### src/rtl/ir_nec_pkg.sv
// Shared types and timing constants for the NEC IR frame decoder.
// All timing windows are inclusive and expressed in microseconds.
package ir_nec_pkg;

    typedef enum logic [2:0] {
        ST_IDLE,
        ST_LEAD_L,
        ST_LEAD_H,
        ST_BIT_L,
        ST_BIT_H,
        ST_STOP,
        ST_RPT_STOP,
        ST_ERR
    } nec_state_e;

    localparam int unsigned WIDTH_W = 16;

    localparam int unsigned LEAD_L_MIN_US = 8000;
    localparam int unsigned LEAD_L_MAX_US = 10000;
    localparam int unsigned LEAD_H_MIN_US = 4000;
    localparam int unsigned LEAD_H_MAX_US = 5000;
    localparam int unsigned RPT_H_MIN_US  = 1800;
    localparam int unsigned RPT_H_MAX_US  = 2700;
    // Mark burst used by data bits, the stop burst and the repeat burst.
    localparam int unsigned BURST_MIN_US  = 400;
    localparam int unsigned BURST_MAX_US  = 800;
    localparam int unsigned ZERO_MIN_US   = 300;
    localparam int unsigned ZERO_MAX_US   = 800;
    localparam int unsigned ONE_MIN_US    = 1300;
    localparam int unsigned ONE_MAX_US    = 2000;

    localparam int unsigned TIMEOUT_US_DEF = 10000;

    localparam int unsigned BYTE_ADDR  = 0;
    localparam int unsigned BYTE_CMD   = 2;
    localparam int unsigned BYTE_CMD_N = 3;

    function automatic logic in_window(input logic [WIDTH_W-1:0] w,
                                       input logic [WIDTH_W-1:0] lo,
                                       input logic [WIDTH_W-1:0] hi);
        return (w >= lo) && (w <= hi);
    endfunction

    function automatic logic [7:0] get_byte(input logic [31:0] w, input int unsigned idx);
        return 8'(w >> (8 * idx));
    endfunction

endpackage

### src/rtl/ir_nec_decoder_if.sv
// Decoded-frame handshake between the NEC decoder (master) and its consumer (slave).
interface ir_nec_decoder_if;
    logic       data_valid;
    logic       data_ready;
    logic [7:0] addr;
    logic [7:0] cmd;

    modport master (output data_valid, output addr, output cmd, input data_ready);
    modport slave  (input data_valid, input addr, input cmd, output data_ready);
endinterface

### src/rtl/ir_pulse_timer.sv
// IR pin front end: tick prescaler, 2-flop synchronizer, registered edge detect and a
// saturating tick counter measuring the time since the last synced edge.
module ir_pulse_timer
    import ir_nec_pkg::*;
#(
    parameter int unsigned TICK_DIV = 50
) (
    input  logic               clk,
    input  logic               rst,
    input  logic               irda,
    output logic               irda_s,
    output logic               rise,
    output logic               fall,
    output logic [WIDTH_W-1:0] width_us
);
    localparam int unsigned DIV_W = (TICK_DIV > 1) ? $clog2(TICK_DIV) : 1;

    logic [DIV_W-1:0]   r_div;
    logic               w_tick;
    logic               r_s1, r_s2, r_s3;
    logic               r_rise, r_fall;
    logic [WIDTH_W-1:0] r_cnt;

    assign w_tick = (r_div == DIV_W'(TICK_DIV - 1));

    always_ff @(posedge clk or posedge rst) begin
        if (rst) begin
            r_div <= '0;
        end else begin
            r_div <= w_tick ? '0 : r_div + DIV_W'(1);
        end
    end

    // Sync flops reset to the idle-high level so reset release never fakes an edge.
    always_ff @(posedge clk or posedge rst) begin
        if (rst) begin
            r_s1   <= 1'b1;
            r_s2   <= 1'b1;
            r_s3   <= 1'b1;
            r_rise <= 1'b0;
            r_fall <= 1'b0;
        end else begin
            r_s1   <= irda;
            r_s2   <= r_s1;
            r_s3   <= r_s2;
            r_rise <= r_s2 & ~r_s3;
            r_fall <= ~r_s2 & r_s3;
        end
    end

    // Cleared the cycle after an edge is flagged, so width_us holds the full phase width
    // in the cycle where rise/fall is high.
    always_ff @(posedge clk or posedge rst) begin
        if (rst) begin
            r_cnt <= '0;
        end else if (r_rise || r_fall) begin
            r_cnt <= '0;
        end else if (w_tick && (r_cnt != '1)) begin
            r_cnt <= r_cnt + WIDTH_W'(1);
        end
    end

    assign irda_s   = r_s3;
    assign rise     = r_rise;
    assign fall     = r_fall;
    assign width_us = r_cnt;

endmodule

### src/rtl/ir_nec_decoder.sv
// NEC IR frame decoder: leader / 32 data bits / stop sequencing by pulse width, cmd check,
// valid/ready output. Define IR_REPEAT_EN to add the rpt port and repeat-code handling.
module ir_nec_decoder
    import ir_nec_pkg::*;
#(
    parameter int unsigned TICK_DIV   = 50,
    parameter int unsigned TIMEOUT_US = TIMEOUT_US_DEF,
    // Divides every timing window; 1 gives real NEC timing.
    parameter int unsigned TIME_SCALE = 1
) (
    input  logic                clk,
    input  logic                rst,
    input  logic                irda,
    ir_nec_decoder_if.master    bus,
    output logic                frame_err,
    output logic                overrun,
    output logic                busy
`ifdef IR_REPEAT_EN
    ,
    output logic                rpt
`endif
);
    localparam logic [WIDTH_W-1:0] LL_MIN = WIDTH_W'(LEAD_L_MIN_US / TIME_SCALE);
    localparam logic [WIDTH_W-1:0] LL_MAX = WIDTH_W'(LEAD_L_MAX_US / TIME_SCALE);
    localparam logic [WIDTH_W-1:0] LH_MIN = WIDTH_W'(LEAD_H_MIN_US / TIME_SCALE);
    localparam logic [WIDTH_W-1:0] LH_MAX = WIDTH_W'(LEAD_H_MAX_US / TIME_SCALE);
    localparam logic [WIDTH_W-1:0] BU_MIN = WIDTH_W'(BURST_MIN_US / TIME_SCALE);
    localparam logic [WIDTH_W-1:0] BU_MAX = WIDTH_W'(BURST_MAX_US / TIME_SCALE);
    localparam logic [WIDTH_W-1:0] B0_MIN = WIDTH_W'(ZERO_MIN_US / TIME_SCALE);
    localparam logic [WIDTH_W-1:0] B0_MAX = WIDTH_W'(ZERO_MAX_US / TIME_SCALE);
    localparam logic [WIDTH_W-1:0] B1_MIN = WIDTH_W'(ONE_MIN_US / TIME_SCALE);
    localparam logic [WIDTH_W-1:0] B1_MAX = WIDTH_W'(ONE_MAX_US / TIME_SCALE);
    localparam logic [WIDTH_W-1:0] TO_LIM = WIDTH_W'(TIMEOUT_US / TIME_SCALE);
`ifdef IR_REPEAT_EN
    localparam logic [WIDTH_W-1:0] RH_MIN = WIDTH_W'(RPT_H_MIN_US / TIME_SCALE);
    localparam logic [WIDTH_W-1:0] RH_MAX = WIDTH_W'(RPT_H_MAX_US / TIME_SCALE);
`endif

    logic               w_irda_s;
    logic               w_rise;
    logic               w_fall;
    logic [WIDTH_W-1:0] w_width;

    nec_state_e  r_state, w_state_nxt;
    logic [4:0]  r_bit_cnt;
    logic [31:0] r_shift;
    logic        w_err, w_commit, w_shift_en, w_bit_val, w_clr_frame, w_accept;
    logic [7:0]  w_byte_addr, w_byte_cmd, w_byte_cmd_n;
    logic        r_valid, r_frame_err, r_overrun, r_busy;
    logic [7:0]  r_addr, r_cmd;
`ifdef IR_REPEAT_EN
    logic        w_rpt_hit;
    logic        r_rpt;
    logic        r_have_frame;
`endif

    ir_pulse_timer #(.TICK_DIV(TICK_DIV)) u_timer (
        .clk      (clk),
        .rst      (rst),
        .irda     (irda),
        .irda_s   (w_irda_s),
        .rise     (w_rise),
        .fall     (w_fall),
        .width_us (w_width)
    );

    assign w_byte_addr  = get_byte(r_shift, BYTE_ADDR);
    assign w_byte_cmd   = get_byte(r_shift, BYTE_CMD);
    assign w_byte_cmd_n = get_byte(r_shift, BYTE_CMD_N);
    assign w_accept     = r_valid & bus.data_ready;

    always_ff @(posedge clk or posedge rst) begin
        if (rst) begin
            r_state <= ST_IDLE;
        end else begin
            r_state <= w_state_nxt;
        end
    end

    // Next state plus one-cycle event strobes; any error funnels through ST_ERR.
    always_comb begin
        w_state_nxt = r_state;
        w_err       = 1'b0;
        w_commit    = 1'b0;
        w_shift_en  = 1'b0;
        w_bit_val   = 1'b0;
        w_clr_frame = 1'b0;
`ifdef IR_REPEAT_EN
        w_rpt_hit   = 1'b0;
`endif
        if ((r_state != ST_IDLE) && (r_state != ST_ERR) && (w_width > TO_LIM)) begin
            w_err = 1'b1;
        end else begin
            case (r_state)
                ST_IDLE: begin
                    if (w_fall && !w_irda_s) w_state_nxt = ST_LEAD_L;
                end
                ST_LEAD_L: begin
                    if (w_rise) begin
                        if (in_window(w_width, LL_MIN, LL_MAX)) w_state_nxt = ST_LEAD_H;
                        else                                    w_err = 1'b1;
                    end
                end
                ST_LEAD_H: begin
                    if (w_fall) begin
                        if (in_window(w_width, LH_MIN, LH_MAX)) begin
                            w_state_nxt = ST_BIT_L;
                            w_clr_frame = 1'b1;
`ifdef IR_REPEAT_EN
                        end else if (in_window(w_width, RH_MIN, RH_MAX)) begin
                            w_state_nxt = ST_RPT_STOP;
`endif
                        end else begin
                            w_err = 1'b1;
                        end
                    end
                end
                ST_BIT_L: begin
                    if (w_rise) begin
                        if (in_window(w_width, BU_MIN, BU_MAX)) w_state_nxt = ST_BIT_H;
                        else                                    w_err = 1'b1;
                    end
                end
                ST_BIT_H: begin
                    if (w_fall) begin
                        if (in_window(w_width, B0_MIN, B0_MAX)) begin
                            w_shift_en = 1'b1;
                        end else if (in_window(w_width, B1_MIN, B1_MAX)) begin
                            w_shift_en = 1'b1;
                            w_bit_val  = 1'b1;
                        end else begin
                            w_err = 1'b1;
                        end
                        if (w_shift_en) begin
                            w_state_nxt = (r_bit_cnt == 5'd31) ? ST_STOP : ST_BIT_L;
                        end
                    end
                end
                ST_STOP: begin
                    if (w_rise) begin
                        if (in_window(w_width, BU_MIN, BU_MAX) && (w_byte_cmd == ~w_byte_cmd_n)) begin
                            w_commit    = 1'b1;
                            w_state_nxt = ST_IDLE;
                        end else begin
                            w_err = 1'b1;
                        end
                    end
                end
                ST_RPT_STOP: begin
                    if (w_rise) begin
`ifdef IR_REPEAT_EN
                        if (in_window(w_width, BU_MIN, BU_MAX) && r_have_frame) begin
                            w_rpt_hit   = 1'b1;
                            w_state_nxt = ST_IDLE;
                        end else begin
                            w_err = 1'b1;
                        end
`else
                        w_err = 1'b1;
`endif
                    end
                end
                ST_ERR:  w_state_nxt = ST_IDLE;
                default: w_state_nxt = ST_IDLE;
            endcase
        end
        if (w_err) w_state_nxt = ST_ERR;
    end

    // Bits arrive LSB first, so after 32 shifts byte 0 sits in r_shift[7:0].
    always_ff @(posedge clk or posedge rst) begin
        if (rst) begin
            r_shift   <= '0;
            r_bit_cnt <= '0;
        end else begin
            if (w_err || w_clr_frame) begin
                r_shift <= '0;
            end else if (w_shift_en) begin
                r_shift <= {w_bit_val, r_shift[31:1]};
            end
            if (w_err || w_clr_frame) begin
                r_bit_cnt <= '0;
            end else if (w_shift_en) begin
                r_bit_cnt <= r_bit_cnt + 5'd1;
            end
        end
    end

    // A commit coinciding with an accept refills the slot; otherwise a full slot drops it.
    always_ff @(posedge clk or posedge rst) begin
        if (rst) begin
            r_valid     <= 1'b0;
            r_addr      <= '0;
            r_cmd       <= '0;
            r_overrun   <= 1'b0;
            r_frame_err <= 1'b0;
            r_busy      <= 1'b0;
        end else begin
            if (w_commit && (!r_valid || w_accept)) begin
                r_valid <= 1'b1;
                r_addr  <= w_byte_addr;
                r_cmd   <= w_byte_cmd;
            end else if (w_accept) begin
                r_valid <= 1'b0;
            end
            r_overrun   <= w_commit && r_valid && !w_accept;
            r_frame_err <= w_err;
            r_busy      <= (w_state_nxt != ST_IDLE);
        end
    end

`ifdef IR_REPEAT_EN
    always_ff @(posedge clk or posedge rst) begin
        if (rst) begin
            r_rpt        <= 1'b0;
            r_have_frame <= 1'b0;
        end else begin
            r_rpt <= w_rpt_hit;
            if (w_err)         r_have_frame <= 1'b0;
            else if (w_commit) r_have_frame <= 1'b1;
        end
    end

    assign rpt = r_rpt;
`endif

    assign bus.data_valid = r_valid;
    assign bus.addr       = r_addr;
    assign bus.cmd        = r_cmd;
    assign frame_err      = r_frame_err;
    assign overrun        = r_overrun;
    assign busy           = r_busy;

endmodule

### src/flat_wrapper.sv
// flat-port wrapper written by rule: the top's interface ports become plain ports
module ir_nec_decoder_flat import ir_nec_pkg::*;
#(
    parameter int unsigned TICK_DIV   = 50,
    parameter int unsigned TIMEOUT_US = TIMEOUT_US_DEF,
                                                            
    parameter int unsigned TIME_SCALE = 1
)
  (clk, rst, irda, frame_err, overrun, busy, bus_data_valid, bus_addr, bus_cmd, bus_data_ready);
  ir_nec_decoder_if bus_i ();
  input  logic clk;
  input  logic rst;
  input  logic irda;
  output logic frame_err;
  output logic overrun;
  output logic busy;
  output wire logic [$bits(bus_i.data_valid)-1:0] bus_data_valid;
  output wire logic [$bits(bus_i.addr)-1:0] bus_addr;
  output wire logic [$bits(bus_i.cmd)-1:0] bus_cmd;
  input wire logic [$bits(bus_i.data_ready)-1:0] bus_data_ready;
  assign bus_data_valid = bus_i.data_valid;
  assign bus_addr = bus_i.addr;
  assign bus_cmd = bus_i.cmd;
  assign bus_i.data_ready = bus_data_ready;
  ir_nec_decoder #(.TICK_DIV(TICK_DIV), .TIMEOUT_US(TIMEOUT_US), .TIME_SCALE(TIME_SCALE)) u_core (.clk(clk), .rst(rst), .irda(irda), .bus(bus_i), .frame_err(frame_err), .overrun(overrun), .busy(busy));
endmodule
### config.mk
export PLATFORM = sky130hd
export DESIGN_NAME = ir_nec_decoder_flat
export DESIGN_NICKNAME = d
export VERILOG_FILES = /design/src/rtl/ir_nec_pkg.sv /design/src/rtl/ir_nec_decoder_if.sv /design/src/rtl/ir_pulse_timer.sv /design/src/rtl/ir_nec_decoder.sv /design/src/flat_wrapper.sv
export SDC_FILE = /design/constraint.sdc
export NUM_CORES = 1
export LEC_CHECK = 0
export BUFFER_PORTS_ARGS = -buffer_cell sky130_fd_sc_hd__buf_2
export CAP_MARGIN = 20
export CORE_ASPECT_RATIO = 0.8
export CORE_UTILIZATION = 55
export DETAILED_ROUTE_END_ITERATION = 7
export PLACE_DENSITY = 0.84
export SETUP_SLACK_MARGIN = 0.2
export SYNTH_ARGS = -nofsm -noshare
export SYNTH_HDL_FRONTEND = slang
export SYNTH_HIERARCHICAL = 1
export SYNTH_SLANG_ARGS = --single-unit
### constraint.sdc
create_clock -name clk -period 5.4 [get_ports clk]
set_clock_uncertainty 0.15 [all_clocks]
set_input_delay 0.81 -clock clk [delete_from_list [all_inputs] [get_ports clk]]
set_output_delay 0.81 -clock clk [all_outputs]
set_load 0.05 [all_outputs]
==> results.md <==
* Status: finished with violations
* Failing checks: design-rule violations
* Worst Hold Class: flop to flop
* Worst setup SP type: flop
* Routed Wire Length at 8820 um
* Critical R2R Launch: u_core/u_timer/width_us[13]
* Via Count at 3,265
* I/O Pins at 24
* Worst Path Max Fanout at 16
* Async SR Flop Fraction at 100%
* Number of antenna violations at the first check in global routing at 0
* Cell family with the largest share of critical-path delay: simple AND/OR/NAND/NOR gates
* DR WL/cell at 16.3 um
* Mapped cell area at 4490 sq um
* FMAX at roughly 280 MHz
* Layout Nets at between 400 and 500
* Syn nets at 422
* CP bufs+invs at 0
* Post-synthesis register bit count at 87
* Post_cts resized at 0
* Hold EP: u_core/u_timer/r_s2
* Number of global-route vias before repair at approximately 3,100
* Netlist cell types at a little under 70
* PD cells at 274 nW/um^2
* Min cycle time layout at 3.55 ns
* Global-route wire length before repair at about 15,000 um
* GPL Wtd Cong at around 0.89
* Tot Pwr at approximately 1.3 mW
* H-tree level count at 3
* Most frequent cells in the layout: dfrtp_1 (84), nor3_1 (44), mux2i_1 (35)
* Reg2Reg Depth at 6
* Highest-delay cell along the critical path: or4b_1
* # diodes at 0
* Die height at just over 80 um
* TritonRoute pass-1 iters at 7
* Clock Sinks at 87
* Setup-failing EPs final at 0
* Grt ovf at 0
* Row cnt at 29
* Die X at approximately 100 um
* EDFF count, synth at 0
* Max-Cap Viols at 0
* Post-DRT Antenna Nets at 0
* CTS Buffer Depth at 2
* Drt initial violations at roughly 250
* CTS tree: built
* Leakage power at 2.19 nW
* Crit path arrival time at between 3 and 4 ns
* Root buf cell: clkbuf_8
* Final Hold Vio Count at 0
* Hold_sp: u_core/u_timer/r_s1
* Relative slew slack at 36.3%
* Num CTS Buffers at 9
* Gate Count Post-Synth at 413
* Worst-path clk slew at 0.10 ns
* CP Capture Type: flop
* Die ar. at 8540 sq um
* P&R area growth vs syn at 8.91%
* Global Route Usage Sum at 22.2%
* Worst Setup Path Type: flop to flop
* Layout cells sized above 1 at 18.2%
* Worst-Skew Late Latency at 0.37 ns
* Setup repair bufs after CTS at 0
* Commonest non-fill, non-tap cell in the layout: dfrtp_1
* Max IR drop VDD at just under 0.2 mV
* CP required at 5.51 ns
* Post-Syn Area per Cell at 10.9 sq um
* Vias per Instance at 6.02
* Core area at 7910 sq um
* Max stage delay on crit path at just under 1 ns
* RSZ-0062 raised after global routing: false
* Max-slew violations at 0
* CP cell instances: or3_4 -> or4_4 -> nor4b_4 -> nand2_2 -> or4b_1 -> mux2_4
* Tcrit/Tclk final at 65.8%
* Slew at the pin closest to its max-slew limit at approximately 0.95 ns
* DRC at 2
* Largest net degree at the start of global routing at roughly 60
* Top FF cell, synth: dfrtp_1
* Fin Setup TNS at 0 ns
* CTS Hold Bufs at 0
* Register area share after synthesis at 48.5%
* Starting Density at 56.8%
* Reg-to-Reg End: u_core/bus.cmd[2]
* Flop2flop setup slack at 1.85 ns
* Hold Crit Depth at 0
* Port Buf Inserts at 23
* Hpwl dp at 5920 um
* Number of synthesis warnings at 6
[worst max-delay path by stage]
stage          slack [ns]            endpoint  depth (start not counted)                        start
6_report             1.85   u_core/bus.cmd[2]                          6  u_core/u_timer/width_us[13]
5_1_grt              1.70   u_core/bus.cmd[0]                          6  u_core/u_timer/width_us[13]
4_1_cts              1.85   u_core/bus.cmd[2]                          6  u_core/u_timer/width_us[13]
3_5_place_dp         1.86  u_core/bus.addr[3]                          6  u_core/u_timer/width_us[13]
3_3_place_gp         1.95  u_core/bus.addr[3]                          6  u_core/u_timer/width_us[13]
2_1_floorplan        2.31  u_core/bus.addr[6]                          8  u_core/u_timer/width_us[13]
[kinds of logic after synthesis]
kind of cell | after synthesis | share of synthesized area (%)
adder cells (fa/ha/maj) | 5 | 1.39
XOR/XNOR | 14 | 2.73
buffers and inverters | 31 | 3.29
flip-flops | 87 | 48.5
AND/OR/NAND/NOR | 165 | 21.5
multiplexers | 51 | 12.6
AO/OA/AOI/OAI | 60 | 9.89
[stage by stage]
stage	hold WS, ns	std cells	instance area [sq um]	setup WS [ns]	util (%)
6_report	0.210	542	4890	1.85	61.9
5_1_grt	0.217	542	4890	1.70	61.9
4_1_cts	0.211	541	4870	1.85	61.5
3_5_place_dp	0.197	525	4660	1.86	59.0
3_3_place_gp	0.197	525	4660	1.95	59.0
2_1_floorplan	0.195	413	4490	2.31	-
[layout make-up]
type	instances	area, sq um
clock buffer	9	124
inverter	8	30.0
sequential	87	2180
fill	660	3020
tap	108	135
timing repair buffer	28	173
clock inverter	7	78.8
multi-input combinational	295	2170
[cells in the mapped netlist, drive strengths merged, types with 10 or more instances]
| cell | count | area (sq um) |
|---|---|---|
| nor3 | 44 | 220 |
| mux2i | 35 | 350 |
| nand3 | 10 | 50.1 |
| mux2 | 16 | 218 |
| nand2 | 18 | 70.1 |
| or3 | 10 | 72.6 |
| nor2 | 21 | 81.3 |
| dfrtp | 84 | 2100 |
| a21oi | 12 | 60.1 |
| clkbuf | 19 | 71.3 |
[registers in the layout, summed over array words and instances, names as in the netlist, 3 cells and up]
signal                   count
u_core/r_bit_cnt             5
u_core/u_timer/r_div         6
u_core/bus.addr              8
u_core/bus.cmd               8
u_core/u_timer/width_us     16
u_core/r_state               3
u_core/r_shift              32
[per-layer routing]
metal | GRT usage [%] | vias up | routed length [um]
li1 | - | 1581 | -
met2 | 31.6 | 89 | 3950
met1 | 33.8 | 1582 | 4360
met4 | 8.45 | 0 | 116
met3 | 3.96 | 13 | 397
met5 | 0 | - | 0
[report_power, final]
group | internal [mW] | total (mW) | switching [mW]
combinational | 0.0636 | 0.186 | 0.122
sequential | 0.670 | 0.706 | 0.0354
clock | 0.182 | 0.451 | 0.270
[worst register-to-register path, cell delays in order (launching register included)]
cell and delay, ns:
dfrtp_1 0.49, or3_4 0.43, or4_4 0.45, nor4b_4 0.39
nand2_2 0.09, or4b_1 0.98, mux2_4 0.47
Note: power is estimated with default switching activity, not from simulation.
